==> config.mk <==
export PLATFORM = sky130hd
export DESIGN_NAME = mux_4_arbiter
export DESIGN_NICKNAME = d
export VERILOG_FILES = /design/src/rtl/mux_4_arbiter.sv
export SDC_FILE = /design/constraint.sdc
export NUM_CORES = 1
export LEC_CHECK = 0
export CORE_AREA = 2 2 39 41
export DETAILED_ROUTE_END_ITERATION = 12
export DIE_AREA = 0 0 41 43
export GPL_TIMING_DRIVEN = 1
export PLACE_DENSITY = 0.64
export SLEW_MARGIN = 20
export SYNTH_ARGS = -nofsm -noshare
export SYNTH_HDL_FRONTEND = slang
export SYNTH_SLANG_ARGS = --single-unit
==> constraint.sdc <==
create_clock -name clk -period 1.6 [get_ports clk]
set_clock_uncertainty 0.2 [all_clocks]
set_input_delay 0.32 -clock clk [delete_from_list [all_inputs] [get_ports clk]]
set_output_delay 0.32 -clock clk [all_outputs]
set_load 0.1 [all_outputs]
==> src/rtl/mux_4_arbiter.sv <==
// mux_4_arbiter: round-robin arbiter in front of a shared 4:1 mux.
// It grants one requester at a time and registers the selected word into a
// single output stage with a valid/ready handshake.
// Optional build macro: MUX_4_ARBITER_FIXED_PRIO_EN selects fixed priority
// (index 0 highest) in place of round-robin.
module mux_4_arbiter #(
    parameter int unsigned WIDTH = 1
) (
    input  logic               clk,
    input  logic               rst,
    input  logic [3:0]         req_valid,
    input  logic [4*WIDTH-1:0] req_data,
    output logic [3:0]         req_ready,
    output logic               out_valid,
    input  logic               out_ready,
    output logic [WIDTH-1:0]   out_data,
    output logic [1:0]         sel
);

    typedef enum logic [0:0] {StEmpty, StFull} state_e;

    state_e           state_q, state_d;
    logic [1:0]       ptr_q, ptr_d;
    logic [1:0]       sel_q, sel_d;
    logic [WIDTH-1:0] data_q, data_d;

    logic [WIDTH-1:0] words [4];
    logic [1:0]       grant;
    logic             any_valid;
    logic             can_accept;
    logic             accept;

    // Unpack the flat request bus into one word per requester.
    always_comb begin
        for (int i = 0; i < 4; i++) begin
            words[i] = req_data[WIDTH*i +: WIDTH];
        end
    end

    // Search from ptr upward (mod 4); walking the offsets from high to low
    // lets the nearest valid requester overwrite any farther one.
    always_comb begin
        logic [1:0] idx;
        grant     = ptr_q;
        any_valid = 1'b0;
        for (int k = 3; k >= 0; k--) begin
            idx = ptr_q + 2'(k);
            if (req_valid[idx]) begin
                grant     = idx;
                any_valid = 1'b1;
            end
        end
    end

    // Handshake: the stage takes a word when empty or draining this cycle.
    always_comb begin
        can_accept = (state_q == StEmpty) || out_ready;
        accept     = any_valid && can_accept && !rst;
        req_ready  = accept ? (4'b0001 << grant) : 4'b0000;
    end

    // Next-state: a new accept wins over a plain drain.
    always_comb begin
        state_d = state_q;
        ptr_d   = ptr_q;
        sel_d   = sel_q;
        data_d  = data_q;
        if (accept) begin
            state_d = StFull;
            sel_d   = grant;
            data_d  = words[grant];
`ifdef MUX_4_ARBITER_FIXED_PRIO_EN
            ptr_d   = 2'd0;
`else
            ptr_d   = grant + 2'd1;
`endif
        end else if (state_q == StFull && out_ready) begin
            state_d = StEmpty;
        end
    end

    // State registers with synchronous reset.
    always_ff @(posedge clk) begin
        if (rst) begin
            state_q <= StEmpty;
            ptr_q   <= 2'd0;
            sel_q   <= 2'd0;
            data_q  <= '0;
        end else begin
            state_q <= state_d;
            ptr_q   <= ptr_d;
            sel_q   <= sel_d;
            data_q  <= data_d;
        end
    end

    assign out_valid = (state_q == StFull);
    assign out_data  = data_q;
    assign sel       = sel_q;

endmodule

## Yosys cells after proc, flatten, opt, wreduce, memory -nomap -nowiden

Index checks and enable logic that the tools add are counted.

| storage, ports and cells | value |
|---|---|
| flip-flop bits (word level) | 6 |
| input bits | 11 |
| logic and storage cells | 44 |

| cells by class | value |
|---|---|
| $add $sub $neg | 4 |
| $lt $le $gt $ge | 5 |
| shift operators | 1 |
| muxes and demuxes | 22 |
| bitwise operators | 2 |
| reductions and logical operators | 6 |

Operators by type and width:

| cell | number |
|---|---|
| less-than comparator 2 x 3 -> 1 bit, second input constant | 4 |
| 2-to-1 mux 1 bit | 12 |
| binary-select mux 1 bit (select 2 bit) | 5 |
| 2-to-1 mux 2 bit | 4 |
| adder 2 x 1 -> 2 bit, second input constant | 2 |
| adder 2 bit, second input constant | 2 |
| 2-to-1 mux 4 bit | 1 |
| << shifter 1 x 2 -> 4 bit, first input constant | 1 |
| greater-or-equal comparator 3 bit, second input constant | 1 |
| logical AND 1 bit | 3 |
| inverter 2 -> 3 bit | 1 |
| nonzero test 2 bit | 1 |
| logical NOT 1 bit | 1 |
| logical OR 1 bit | 1 |
| inverter 1 bit | 1 |

## Depth between registers and ports, before layout

| depth | value |
|---|---|
| depth after elaboration | 11 |
| gate-level depth with buffers | 6 |
| depth with buffers taken out | 5 |

## Worst setup path after synthesis

Ideal clock, no wire load.

| timing path | value |
|---|---|
| kind | register to output |
| start point | register state_q (netlist: out_valid) |
| end point | output req_ready[0] |
| arrival | 3.344 ns |
| required time | 1.080 ns |
| slack | -2.264 ns |
| stages on the path, launching flop included | 4 |
| cells stage by stage | dfxtp_1 -> nor2b_1 -> or3_4 -> nor3_1 |

| between the ends | value |
|---|---|
| word-level cells in the longest chain between the ends | 5 |

RTL lines:

| item | RTL line | source |
|---|---|---|
| start, declared | 22 | `state_e state_q, state_d;` |
| start signal, assigned | 85 | `state_q <= StEmpty;` |
| start signal, assigned | 90 | `state_q <= state_d;` |
| inverter 1 bit | 57 | `can_accept = (state_q == StEmpty) \|\| out_ready;` |
| logical OR 1 bit | 57 |  |
| logical AND 1 bit (2 in series) | 58 | `accept = any_valid && can_accept && !rst;` |
| 2-to-1 mux 4 bit | 59 | `req_ready = accept ? (4'b0001 << grant) : 4'b0000;` |
| end, declared | 13 | `output logic [3:0] req_ready,` |

No other way between the ends.

## Worst setup path after layout

| timing path | value |
|---|---|
| start point | input req_valid[2] |
| end point | output req_ready[0] |

| between the ends | value |
|---|---|
| word-level cells in the longest chain between the ends | 9 |
| elaborated cells on any way between the ends | 20 |
| classes of those cells | shift: 1; mux: 17; reduce/logical: 2 |

RTL lines:

| item | RTL line | source |
|---|---|---|
| start, declared | 11 | `input logic [3:0] req_valid,` |
| binary-select mux 1 bit (select 2 bit) | 48 | `if (req_valid[idx]) begin` |
| 2-to-1 mux 1 bit (implied by the code) | 48 |  |
| 2-to-1 mux 1 bit (4 in series) | 48 |  |
| logical AND 1 bit (2 in series) | 58 |  |
| 2-to-1 mux 4 bit * | 59 |  |

Every way passes the cells marked *; elsewhere a longest branch is shown, timed or not. The select of a mux whose other input is x is not followed.

==> impl_metrics.yaml <==
run_status:
  status: "finished with violations"
  violations: "negative setup slack"
critical_path:
  critical_path_class: "input port to primary output"
  arrival_ps: 1590
  startpoint_type: "input port"
  endpoint_kind: "primary output"
  crit_required_ps: 1080
  critPathMaxFanout: 5
grt:
  grt-ovfl-total: 0
  antenna_found_initial: 0
  grt_pass1_vias: 550
  track_usage_pct: 18.8
  grt_max_degree: 8
  grt_pass1_wl_um: 2170
yosys:
  syn_nets: 63
  synth_edf_count: 0
  ys_seq_area_share_pct: 28.0
  ys.flop_type: "dfxtp_1"
  synthDominantCellAreaShare_pct: 28.0
  synthCells: 52
  syn_avg_cell_area_um2: 8.25
  synth.area.top_cells: "dfxtp_1, a2111oi_4, nand2_1, nor2_1, a211oi_2"
  synthArstFlopShare_pct: 0
  ys_types: 26
  synthesis.area_um2: 429
  yosysWarnings: 0
  synth_common_cells: "nand2_1, nor2_1, dfxtp_1"
  synth_seq_cells: 6
  synth_top_area_cell: "dfxtp_1"
floorplanning:
  fp.dieH_um: 43
  start_util_pct: 31.0
  die_area_um2: 1760
  rows: 14
  core_um2: 1380
  io_pins: 19
  die_x_um: 41
layout:
  multi_input_area_um2: 402
  layout.cells.non_filler: 113
  area_delta_synth_final_pct: 137
  fillers: 110
  regArea_um2: 129
  nets: 109
  antennaDiodeCount: 0
  fin_util_pct: 73.4
  final_cell_area_um2: 1020
  drive_gt1_share_pct: 66.0
hold_path:
  hold_path.class: "flop to flop"
placement:
  gp_congestion: 0.733
  placed_cells: 103
  post-place-ws_ps: -849
  place_area_um2: 882
  io_buffers: 18
  dp_hpwl_um: 1020
route:
  routed-via-count: 540
  first_pass_iters: 2
  drt-total-wl_um: 1450
  viasPerCell: 4.78
  drc: 0
  drtAntennaViolNets: 0
  wire_per_inst_um: 12.8
  drt_first_iter_violations: 4
sta:
  finalSetupTns_ps: -2380
  drv_slew: 0
  post-route-period-util_pct: 132
  final_hold_viol_count: 0
  min_period_ps: 2110
  fmax_ghz: 0.474
  tightest_slew_ps: 343
  rsz0062_at_grt: "true"
  slew_headroom_pct: 77.1
  setup_ws_ps: -508
  worst_hold_slack_ps: 300
  setup_viol: 6
power_and_ir_drop:
  finalPower_uw: 875
  p_leak_nw: 0.437
  ir_drop_mv: 0.527
  power_density_nw_per_um2: 862
clock_network:
  cts-root-buf: "clkbuf_4"
  cts.path.max_buffers: 2
  cts_buffers: 3
  cts_sinks: 6
  clk_pin_slew_worst_paths_ps: 40
  clk-insertion-delay-late_ps: 250
  cts_tree: "yes"
  htree_levels: 1
job:
  drv_cap: 0
[path summary, 6_finish.rpt]
kind | from | endpoint | slack [ps] | cells past startpoint
hold reg to reg | sel[1] | sel[1] | 300 | 2
setup / recovery | req_valid[2] | req_ready[0] | -510 | 6
hold / removal | sel[1] | sel[1] | 300 | 2
setup reg to reg | ptr_q[1] | out_data | -280 | 7
[layout by cell type, fill, tap and decap left out, types with 2 or more instances in the layout]
cell type and count:
or3_4 2, buf_4 22, dlygate4sd2_1 2, clkdlybuf4s50_1 4, nand2_1 5, buf_6 2, a21oi_1 3, buf_12 8
nor2_4 3, dfxtp_4 2, nor2_1 3, nor2b_1 3, a211oi_2 2, o21ai_0 2, nor3_4 2, nand2_4 2
dfxtp_1 3, buf_2 2, inv_1 2, clkbuf_4 3
[final cells by class]
type / instances / area share, %
clock buffers: 4 / 2.59
inverters: 2 / 0.739
multi-input cells: 43 / 39.5
flip-flops and latches: 6 / 12.7
well taps: 16 / 1.97
repair buffers: 42 / 42.5
[registers in the layout, summed over array words and instances, names as in the netlist]
register / count
out_valid: 1
sel: 2
ptr_q: 2
out_data: 1
[power by group]
part,internal [mW],switching (mW),total [mW],leakage [nW]
Sequential,0.169,0.0181,0.187,0.0512
Combinational,0.246,0.290,0.536,0.370
Clock,0.0946,0.0574,0.152,0.0150
[layer usage]
| layer | up-vias | routed length, um | global-route usage, % |
|---|---|---|---|
| li1 | 276 | - | - |
| met3 | 4 | 61 | 4.19 |
| met5 | - | 0 | 0 |
| met4 | 0 | 38 | 16.0 |
| met2 | 14 | 772 | 29.1 |
| met1 | 246 | 577 | 20.1 |
[cell families after synthesis]
group | Yosys count | share of synthesized area [%]
DFF | 6 | 28.0
AOI/OAI and AO/OA | 13 | 29.2
buffers and inverters | 3 | 3.50
xor gates and xnor gates | 1 | 2.04
and+or+nand+nor | 29 | 37.3
[what timing repair did]
item / in CTS / in global routing
pin swaps: 7 / 8
endpoints found under the hold margin: 0 / 0
setup endpoints to repair: 9 / 9
buffers inserted: 6 / 4
hold buffers: 0 / 0
gates resized for setup: 27 / 10
gates cloned: 0 / 0
[worst max-delay path: stages]
cell and delay [ps]:
clkdlybuf4s15_2 220, or3_4 410, o2111ai_4 90, nand2_4 110
nor3_4 240, buf_12 200
Power figures use the tool's default switching activity.
